**src/rtl/fetch_stage_pkg.sv**
```systemverilog
// Shared CPU definitions used by the fetch stage: widths, NOP encoding,
// fetch FSM states, IF/ID register layout and small arithmetic helpers.
package fetch_stage_pkg;

    localparam int XLEN    = 32;
    localparam int INSTR_W = 32;
    localparam int CNT_W   = 16;

    localparam logic [INSTR_W-1:0] NOP     = 32'h0000_0000;
    localparam logic [CNT_W-1:0]   CNT_MAX = 16'hFFFF;

    typedef enum logic [0:0] {
        ST_IDLE = 1'b0,
        ST_RUN  = 1'b1
    } fetch_state_t;

    typedef struct packed {
        logic [XLEN-1:0]    pc;
        logic [INSTR_W-1:0] instr;
        logic               valid;
    } if_id_t;

    // Folds to a simple mask when span is a constant power of two.
    function automatic logic [XLEN-1:0] wrap_addr(input logic [XLEN-1:0] addr,
                                                  input logic [XLEN-1:0] span);
        return addr % span;
    endfunction

    function automatic logic [CNT_W-1:0] sat_inc(input logic [CNT_W-1:0] cnt);
        return (cnt == CNT_MAX) ? cnt : cnt + 16'd1;
    endfunction

endpackage

```
**src/rtl/fetch_stage_if_id_reg.sv**
```systemverilog
// IF/ID pipeline register: flush wins over stall, stall holds, otherwise
// captures the fetched word.
module if_id_reg
    import fetch_stage_pkg::*;
(
    input  logic               clk_i,
    input  logic               rst_i,
    input  logic               en_i,
    input  logic               stall_i,
    input  logic               flush_i,
    input  logic [XLEN-1:0]    pc_i,
    input  logic [INSTR_W-1:0] instr_i,
    output if_id_t             q_o,
    output logic               load_o
);

    if_id_t q;

    always_comb begin
        load_o = en_i && !flush_i && !stall_i;
    end

    always_ff @(posedge clk_i or posedge rst_i) begin
        if (rst_i) begin
            q.pc    <= '0;
            q.instr <= NOP;
            q.valid <= 1'b0;
        end else if (en_i) begin
            if (flush_i) begin
                q.pc    <= '0;
                q.instr <= NOP;
                q.valid <= 1'b0;
            end else if (!stall_i) begin
                q.pc    <= pc_i;
                q.instr <= instr_i;
                q.valid <= 1'b1;
            end
        end
    end

    assign q_o = q;

endmodule

```
**src/rtl/fetch_stage.sv**
```systemverilog
// Instruction fetch stage: PC sequencing with branch redirect and stall,
// IF/ID register, and stall/flush/fetch event counters.
//
// state   | meaning
// --------+-----------------------------------------------------------
// ST_IDLE | fetch stopped; PC, IF/ID and counters hold
// ST_RUN  | fetching; PC advances/redirects, IF/ID loads, events count
module fetch_stage
    import fetch_stage_pkg::*;
#(
    parameter logic [31:0] RESET_PC   = 32'h0,
    parameter int          IMEM_BYTES = 1024
) (
    input  logic               clk_i,
    input  logic               rst_i,
    input  logic               start_i,
    input  logic               stall_i,
    input  logic               flush_i,
    input  logic               branch_taken_i,
    input  logic [XLEN-1:0]    branch_target_i,
    input  logic [INSTR_W-1:0] imem_data_i,
    output logic [XLEN-1:0]    imem_addr_o,
    output logic [XLEN-1:0]    pc_o,
    output logic [XLEN-1:0]    if_id_pc_o,
    output logic [INSTR_W-1:0] if_id_instr_o,
    output logic               if_id_valid_o,
    output logic [CNT_W-1:0]   stall_cnt_o,
    output logic [CNT_W-1:0]   flush_cnt_o,
    output logic [31:0]        fetch_cnt_o
);

    localparam logic [XLEN-1:0] SPAN = 32'(IMEM_BYTES);

    fetch_state_t    state, state_nxt;
    logic            run_en;
    logic            if_id_load;
    logic [XLEN-1:0] pc, pc_nxt;
    logic [CNT_W-1:0] stall_cnt, flush_cnt;
    logic [31:0]     fetch_cnt;
    if_id_t          if_id;

    always_ff @(posedge clk_i or posedge rst_i) begin
        if (rst_i) begin
            state <= ST_IDLE;
        end else begin
            state <= state_nxt;
        end
    end

    // Dropping start_i in RUN freezes that same cycle, not just the next one.
    always_comb begin
        state_nxt = state;
        run_en    = 1'b0;
        case (state)
            ST_IDLE: begin
                if (start_i) begin
                    state_nxt = ST_RUN;
                end
            end
            ST_RUN: begin
                if (start_i) begin
                    run_en = 1'b1;
                end else begin
                    state_nxt = ST_IDLE;
                end
            end
            default: state_nxt = ST_IDLE;
        endcase
    end

    always_comb begin
        pc_nxt = pc;
        if (run_en) begin
            if (branch_taken_i) begin
                pc_nxt = wrap_addr({branch_target_i[XLEN-1:2], 2'b00}, SPAN);
            end else if (!stall_i) begin
                pc_nxt = wrap_addr(pc + 32'd4, SPAN);
            end
        end
    end

    always_ff @(posedge clk_i or posedge rst_i) begin
        if (rst_i) begin
            pc <= RESET_PC;
        end else begin
            pc <= pc_nxt;
        end
    end

    if_id_reg u_if_id_reg (
        .clk_i   (clk_i),
        .rst_i   (rst_i),
        .en_i    (run_en),
        .stall_i (stall_i),
        .flush_i (flush_i),
        .pc_i    (pc),
        .instr_i (imem_data_i),
        .q_o     (if_id),
        .load_o  (if_id_load)
    );

    always_ff @(posedge clk_i or posedge rst_i) begin
        if (rst_i) begin
            stall_cnt <= '0;
            flush_cnt <= '0;
            fetch_cnt <= '0;
        end else if (run_en) begin
            if (stall_i) begin
                stall_cnt <= sat_inc(stall_cnt);
            end
            if (flush_i) begin
                flush_cnt <= sat_inc(flush_cnt);
            end
            if (if_id_load) begin
                fetch_cnt <= fetch_cnt + 32'd1;
            end
        end
    end

    assign pc_o          = pc;
    assign imem_addr_o   = pc;
    assign if_id_pc_o    = if_id.pc;
    assign if_id_instr_o = if_id.instr;
    assign if_id_valid_o = if_id.valid;
    assign stall_cnt_o   = stall_cnt;
    assign flush_cnt_o   = flush_cnt;
    assign fetch_cnt_o   = fetch_cnt;

endmodule

```
**config.mk**
```make
export PLATFORM = sky130hd
export DESIGN_NAME = fetch_stage
export DESIGN_NICKNAME = d
export VERILOG_FILES = /design/src/rtl/fetch_stage_pkg.sv /design/src/rtl/fetch_stage_if_id_reg.sv /design/src/rtl/fetch_stage.sv
export SDC_FILE = /design/constraint.sdc
export NUM_CORES = 1
export LEC_CHECK = 0
export ABC_CLOCK_PERIOD_IN_PS = 5500
export CAP_MARGIN = 40
export CORE_MARGIN = 4
export CORE_UTILIZATION = 45
export DETAILED_ROUTE_END_ITERATION = 6
export GPL_TIMING_DRIVEN = 0
export PLACE_DENSITY = 0.91
export SLEW_MARGIN = 10
export SYNTH_ARGS = -nofsm -noshare
export SYNTH_HDL_FRONTEND = slang
export SYNTH_SLANG_ARGS = --single-unit
```
**constraint.sdc**
```tcl
create_clock -name clk_i -period 5.5 [get_ports clk_i]
set_input_delay 0.55 -clock clk_i [delete_from_list [all_inputs] [get_ports clk_i]]
set_output_delay 0.55 -clock clk_i [all_outputs]
set_load 0.02 [all_outputs]
```
==> metrics.txt, run 1 <==
max_cap viols 0; area of the multi-input gates roughly 0.0023 mm²; CTS max path bufs 2; worst min path class flip-flop to flip-flop; post-route ant nets 0; skew final approximately 0.0056 ns; CTS tree done; Area Overhead vs Synth 49.5%; crit path kind flip-flop to primary output; Slew Viols, Final 0; Cell Area, Synth 0.00560 mm²; Ports ~260; Most used DFF post-synth dfrtp_1; Worst Path Required 4.95 ns; # DRC 0; Worst Path Buf+Inv 2; antenna cells 0; area of the die 0.0143 mm²; part of the cycle the worst path needs 40.8%; Unique masters post-synth 43; crit path max fanout 9; share of flip-flops with an asynchronous set or reset 100%; status finished clean; htree depth 4; postcts setup bufs 0; DR vias about 4600; pin count of the biggest net entering global routing 62; core area around 0.012 mm²; Leak approximately 3.8 nW; Max transition margin 61.5%; number of synthesized flops with an enable pin 0; # rows 40; vias in the first global route 4634; GR Util met1 25.2%; flops & latches, synth between 100 and 150; drt first pass iters 7; hold_buf cts 0; TNS Setup 0 ns; initial antenna violation count 0; Period minus WS final 2.24 ns; Syn Area/Cell 11.1 µm²; met2 Resource Use GR a little over a third; Worst-path clk slew ~0.060 ns; Initial Util 46.2%; DIE HEIGHT 120 µm; first-pass GRT wire length 23.6 mm; routing usage on met3 under 10%; CP Cell Sequence buf_4 -> clkdlybuf4s50_1; YS warnings 0; Peak Freq 446 MHz; WL per Instance ~15 µm; Seq/Total Area, Yosys 51.4%; Sink Count 115; endpoints failing setup 0; Root Buffer clkbuf_16; RSZ-0062 raised after global routing no; buffers added on ports 166; CTS Buf Count 17; fill count about 890; total power 2.82 mW; Die X approximately 120 µm; worst vdd ir 0.216 mV; crit path max-delay cell type clkdlybuf4s50_1; post-DP HPWL 10.5 mm; worst-margin pin slew ~0.57 ns; Reg area 0.00288 mm²; CP top delay family buffers and inverters; Tot GR Track Use 20.6%; DR iter-0 viols 404; total grt overflow 0; Post-CTS Resized 0; Final Hold Viols 0; layout cell share with drive strength beyond 1 16.8%; PwrDens between 300 and 400 mW/mm²; max incr delay on CP between 0.5 and 0.6 ns; worst path arrival time about 1.7 ns; most used routing layer met2; Avg Vias per Cell 4.86; CP Capture Type primary output; RePlAce Congestion about 0.84; Total Wirelength 14.4 mm; worst skew pair latency slightly above 0.4 ns; cell count after synthesis 504; Final #Nets 833; Worst setup SP type flip-flop
path summary, 6_finish.rpt:
kind / to / cells past startpoint / startpoint / slack (ns)
max in group asynchronous: stall_cnt_o[8] / 3 / rst_i / 4.26
min in group asynchronous: u_if_id_reg.q_o[23] / 2 / rst_i / 0.58
worst max-delay path: pc_o[6] / 2 / imem_addr_o[6] / 3.26
worst min-delay path: fetch_cnt_o[25] / 1 / fetch_cnt_o[25] / 0.49
worst min register to register: fetch_cnt_o[25] / 1 / fetch_cnt_o[25] / 0.49
worst max register to register: stall_cnt_o[1] / 5 / stall_cnt_o[0] / 3.46
layout by cell type (no fill, tap or decap), types with 2 or more instances in the layout:
cell	Yosys	routed
a21oi_1	11	11
a22o_1	40	40
and2_1	7	7
and3_1	10	10
and4_1	6	6
buf_2	2	2
buf_4	81	81
bufinv_16	0	3
clkbuf_1	10	10
clkbuf_16	0	17
clkdlybuf4s50_1	0	166
clkinv_4	0	2
clkinvlp_4	0	7
conb_1	1	70
dfrtp_1	115	115
ha_1	4	4
inv_1	9	8
inv_6	0	3
mux2_2	3	3
nand2_1	17	17
nand3_1	33	33
nand4_1	29	29
nor2_1	16	16
nor3_1	10	10
nor4_1	6	6
nor4_2	2	2
nor4_4	2	2
o21ai_0	8	8
o2bb2ai_1	2	2
or2_2	3	3
xnor2_1	43	43
xor2_1	17	17
flip-flops by register name (all words and copies together), names as in the netlist:
register / count
u_if_id_reg.q_o: 42
state: 1
stall_cnt_o: 16
fetch_cnt_o: 32
imem_addr_o: 8
flush_cnt_o: 16
metal layers:
layer  up-vias  wire [µm]
met5         -          0
met4         0        242
met3        27        898
met2       185       7490
met1      2190       5780
li1       2167          -
cell families (layout without fill, tap and decap cells):
group	count (synthesis)	after routing	synth area share [%]
flip-flops	115	115	51.4
AND/OR/NAND/NOR	150	150	15.9
other	1	70	0.0670
XOR/XNOR	60	60	9.39
buffers and inverters	103	302	12.4
adder cells (fa/ha/maj)	4	4	0.894
multiplexers	4	4	0.782
AO/OA/AOI/OAI	67	67	9.14
synthesized netlist by cell type (all sizes together) (2+ instances only):
| cell type | number | share of area (%) |
|---|---|---|
| ha | 4 | 0.89 |
| o2bb2ai | 2 | 0.31 |
| nor2 | 16 | 1.1 |
| inv | 9 | 0.60 |
| a21oi | 11 | 0.98 |
| buf | 83 | 11 |
| nor4 | 10 | 1.9 |
| nand2 | 17 | 1.1 |
| o21ai | 10 | 0.96 |
| and3 | 10 | 1.1 |
| nand4 | 29 | 3.2 |
| xor2 | 17 | 2.7 |
| mux2 | 3 | 0.60 |
| a22o | 40 | 6.3 |
| xnor2 | 43 | 6.7 |
| and2 | 7 | 0.78 |
| or2 | 4 | 0.45 |
| and4 | 6 | 0.94 |
| dfrtp | 115 | 51 |
| clkbuf | 11 | 0.76 |
| nor3 | 10 | 0.89 |
| nand3 | 33 | 3.0 |
layout make-up:
type | count | area share [%]
clock inverter | 15 | 2.18
inverter | 9 | 0.464
tap | 168 | 2.51
clock buffer | 17 | 5.08
timing repair buffer | 167 | 20.2
sequential | 115 | 34.4
multi-input combinational | 355 | 27.3
buffer | 94 | 7.89
report_power, final:
part           total (mW)  switching (mW)  internal (mW)
logic               0.651           0.326          0.325
clock network        1.12           0.403          0.714
registers            1.05           0.113          0.938
through the flow:
step | utilization (%) | area (µm²) | setup slack (ns) | hold WS [ns] | std cells
2_1_floorplan | - | 5860 | 1.91 | 0.581 | 573
3_3_place_gp | 63.8 | 7730 | 0.292 | 0.462 | 907
3_5_place_dp | 64.1 | 7760 | 2.86 | 0.481 | 908
4_1_cts | 69.1 | 8370 | 3.25 | 0.491 | 940
5_1_grt | 69.1 | 8370 | 3.12 | 0.518 | 940
6_report | 69.1 | 8370 | 3.26 | 0.489 | 940
Power figures use the tool's default switching activity.
==> run 2, diff against run 1 <==
ABC_CLOCK_PERIOD_IN_PS = 1910   (was 5500)
CORE_UTILIZATION = 38   (was 45)
PLACE_DENSITY = 0.82   (was 0.91)
clock period = 1.91 ns   (was 5.5 ns; I/O delays follow)
==> metrics.txt, run 2 (synthesis results as in run 1) <==
initial antenna violation count 0; drt first pass iters 4; TNS Setup 0 ns; post-DP HPWL 10.7 mm; Worst setup SP type flip-flop; pin count of the biggest net entering global routing 38; total grt overflow 0; number of flip-flops under the largest register name 42; worst min path class input pin to asynchronous set/reset pin; Worst-path clk slew 0.06 ns; antenna cells 0; # DRC 0; DR vias 4527; Worst Path Required 2.25 ns; Slew Viols, Final 0; CTS max path bufs 2; Avg Vias per Cell 4.72; Total Wirelength 14.4 mm; Die X ~130 µm; RSZ-0062 raised after global routing yes; Max transition margin 63.6%; Comb pwr share 22.2%; status finished clean; Final Hold Viols 0; clock network power share about two fifths; sw frac about 29%; Sink Count 115; PwrDens between 900 and 1000 mW/mm²; most frequent cells in the layout 166 x clkdlybuf4s50_1, 108 x dfrtp_1, 83 x buf_4; worst path arrival time roughly 2.2 ns; post-route ant nets 0; Tot GR Track Use 17.4%; Reg area just under 0.003 mm²; worst-margin pin slew 0.542 ns; CTS Buf Count 17; Peak Freq about 540 MHz; first-pass GRT wire length 22.9 mm; Root Buffer clkbuf_16; Period minus WS final between 1.5 and 2 ns; internal power 6.02 mW; PnR worst setup slack 0.0503 ns; DIE HEIGHT approximately 130 µm; Ports ~260; Initial Util about two fifths; max_cap viols 0; RePlAce Congestion 0.828; htree depth 4; area of the multi-input gates 0.00231 mm²; sequential power share 35.9%; fill count 1227; commonest non-fill, non-tap cell in the layout clkdlybuf4s50_1; CP Capture Type flip-flop; Post-Place Setup Slack -0.456 ns; buffers added on ports 166; worst vdd ir ~0.75 mV; crit path max fanout 10; Net Switching around 2.5 mW; Final #Nets 836; vias in the first global route roughly 4400; worst skew pair latency roughly 0.41 ns; part of the cycle the worst path needs 97.4%; endpoints failing setup 0; crit path kind flip-flop to flip-flop; skew final 0.00723 ns; CTS tree done; Area Overhead vs Synth 52.4%; area of the die 0.0167 mm²; # rows 44; Leak 3.90 nW; WL per Instance 15.0 µm; core area between 0.01 and 0.015 mm²; DR iter-0 viols 236; layout cell share with drive strength beyond 1 18.8%
run 2: changes by cell type in the layout (fill, tap and decap cells not counted), sizes merged:
cell,change
clkbuf,-1
buf,+5
bufinv,+2
inv,+1
clkinv,+1
clkinvlp,-5
run 2: layout make-up:
| class | count | area share (%) |
|---|---|---|
| Multi-Input combinational cell | 355 | 27.1 |
| Sequential cell | 115 | 33.8 |
| Buffer | 94 | 7.82 |
| Inverter | 9 | 0.440 |
| Timing Repair Buffer | 170 | 20.4 |
| Tap cell | 184 | 2.70 |
| Clock buffer | 18 | 5.15 |
| Clock inverter | 14 | 2.63 |
run 2: stage by stage:
stage                     util (%)  area [µm²]  total power, mW  instances  hold WS, ns
after floorplan                  -        5860             4.05        573        0.222
after global placement        53.6        7750             4.91        923        0.463
after detailed placement      54.0        7820             4.95        926        0.468
after CTS                     58.7        8500             8.56        958        0.170
after global routing          58.9        8530             8.87        959        0.202
final                         58.9        8530             8.48        959        0.179
run 2: power by group through the flow:
stage          registers, mW  logic (mW)  clock network, mW
2_1_floorplan           3.32       0.732                  0
3_3_place_gp            3.06        1.84                  0
3_5_place_dp            3.07        1.88                  0
4_1_cts                 3.04        1.89               3.63
5_1_grt                 3.10        2.02               3.76
6_report                3.04        1.88               3.56
run 2: final timing paths:
| check | from | endpoint | slack (ns) | depth (start not counted) |
|---|---|---|---|---|
| min in group clk_i | stall_i | imem_addr_o[2] | 0.23 | 4 |
| worst min register to register | fetch_cnt_o[31] | fetch_cnt_o[31] | 0.47 | 1 |
| max in group asynchronous | rst_i | imem_addr_o[3] | 0.97 | 4 |
| worst min-delay path | rst_i | u_if_id_reg.q_o[2] | 0.18 | 2 |
| worst max-delay path | state | u_if_id_reg.q_o[17] | 0.05 | 5 |
| worst max register to register | state | u_if_id_reg.q_o[17] | 0.05 | 5 |
run 2: timing repair:
item | in CTS | in global routing
gates resized for setup | 5 | 12
hold buffers | 0 | 0
pin swaps | 1 | 0
setup buffers | 0 | 1
endpoints found under the setup margin | 24 | 56
run 2: critical path, cell delays in order (launching register included):
cell      delay [ns]
dfrtp_1         0.47
and2_1          0.21
clkbuf_2        0.16
o21ai_1         0.29
buf_1           0.43
a22o_1          0.22
run 2: routing by layer:
metal  vias to the layer above  share of wire, %  wire length (µm)  GRT usage (%)
li1                       2171                 -                 -              -
met1                      2173                43              6110           22.6
met2                       161                48              6970           27.0
met3                        22               7.3              1050           5.89
met4                         0               1.7               243           6.42
met5                         -                 0                 0              0
==> run 3, diff against run 2 <==
HOLD_SLACK_MARGIN = 0.03   (was default)
MAX_ROUTING_LAYER = met4   (was default)
==> metrics.txt, run 3 (synthesis results as in run 1) <==
total power 8.48 mW; post-DP HPWL about 11 mm; WHS 0.178 ns; crit path max fanout 10; skew final 0.00823 ns; part of the cycle the worst path needs 97.4%; dpl cells just over 900; Tot GR Track Use 17.9%; vias in the first global route ~4400; Leak 3.90 nW; status finished clean; r2r setup slk 0.05 ns; layout cell share with drive strength beyond 1 18.8%; Total Wirelength 14.4 mm; Max transition margin 63.9%; RePlAce Congestion 0.840; worst skew pair latency 0.41 ns; endpoints failing setup 0; Final Util 58.9%; buffers added on ports 166; RSZ-0062 raised after global routing yes; Area Overhead vs Synth 52.4%; crit path max-delay cell type dfrtp_1; number of flip-flops under the largest register name 42; Peak Freq 537 MHz; Root Buffer clkbuf_16; worst path arrival time 2.20 ns; htree depth 4; Final #Nets 836; r2r startpoint state; post-route ant nets 0; area of the die 0.0167 mm²; Avg Vias per Cell 4.73; Period minus WS final 1.86 ns; Worst Path Buf+Inv 2; pin count of the biggest net entering global routing 38; Die X 129 µm; drt first pass iters 4; DR iter-0 viols 221; CTS tree done; non-filler instance count after layout 959; Sink Count between 100 and 150; most frequent cells in the layout 166 x clkdlybuf4s50_1, 108 x dfrtp_1, 83 x buf_4; worst min path class input pin to asynchronous set/reset pin; CP Capture Type flip-flop; hold_buf cts 0; CTS max path bufs 2; commonest non-fill, non-tap cell in the layout clkdlybuf4s50_1; total grt overflow 0; worst-margin pin slew 0.538 ns; initial antenna violation count 0; Ports ~260; fill count around 1200; PwrDens ~1000 mW/mm²; antenna cells 0; worst r2r path cells 5; core area roughly 0.014 mm²; Final Hold Viols 0; Initial Util 38.7%; DR vias 4535; WL per Instance around 15 µm; Worst setup SP type flip-flop; CP Cell Sequence and2_1 -> clkbuf_2 -> o21ai_1 -> buf_1 -> a22o_1; worst vdd ir about 0.75 mV; DIE HEIGHT 129 µm; max_cap viols 0; # DRC 0; Worst Path Required 2.25 ns; r2r endpoint u_if_id_reg.q_o[17]; CTS Buf Count 17; crit path kind flip-flop to flip-flop; max incr delay on CP about 0.47 ns; Slew Viols, Final 0; CP top delay family buffers and inverters; # rows 44; first-pass GRT wire length 22.9 mm; Worst-path clk slew about 0.060 ns
[run 3: cell counts in the layout (fill, tap and decap cells not counted)]
No cell type changed its count.
[run 3: power breakdown]
part           leakage (nW)  switching, mW  total [mW]  internal [mW]
Sequential             1.52          0.335        3.04           2.71
Clock                 0.322           1.19        3.56           2.37
Combinational          2.06          0.933        1.88          0.948
Total                  3.90           2.46        8.48           6.02
[run 3: area by class of cell]
class	instances	area, µm²	area share (%)
sequential	115	2890	33.8
multi-input combinational	355	2310	27.1
timing repair buffer	170	1740	20.4
buffer	94	667	7.82
clock buffer	18	439	5.15
tap	184	230	2.70
clock inverter	14	224	2.63
inverter	9	37.5	0.440
[run 3: how the worst max path moves through the flow]
stage,start,end,slack [ns],cells past startpoint
after CTS,imem_addr_o[2],pc_o[2],0.0005,2
after global routing,state,u_if_id_reg.q_o[38],-0.08,5
after global placement,rst_i,stall_cnt_o[0],-0.96,2
final,state,u_if_id_reg.q_o[17],0.05,5
after floorplan,stall_cnt_o[0],stall_cnt_o[1],0.03,5
after detailed placement,start_i,u_if_id_reg.q_o[6],-0.46,5
[run 3: stage by stage]
stage	instance area (µm²)	setup TNS [ns]	setup slack, ns
3_3_place_gp	7750	-112.96	-0.963
3_5_place_dp	7820	-23.72	-0.456
4_1_cts	8500	0	0.000507
5_1_grt	8530	-1.23	-0.0751
2_1_floorplan	5860	0	0.0282
6_report	8530	0	0.0495
[run 3: per-layer routing]
metal	wire length (µm)	global-route usage, %	up-vias
met5	0	-	-
li1	-	-	2172
met2	7000	27.1	166
met3	988	5.40	22
met1	6170	22.8	2175
met4	243	6.42	0
[run 3: timing repair]
action | 4_1_cts | 5_1_grt
pin swaps | 1 | 0
setup buffers | 0 | 1
setup endpoints to repair | 24 | 58
resized for setup | 5 | 12
[run 3: worst reg2reg max path, stage by stage, from the launching register on]
cell      delay (ns)
dfrtp_1         0.47
and2_1          0.21
clkbuf_2        0.16
o21ai_1         0.29
buf_1           0.43
a22o_1          0.23
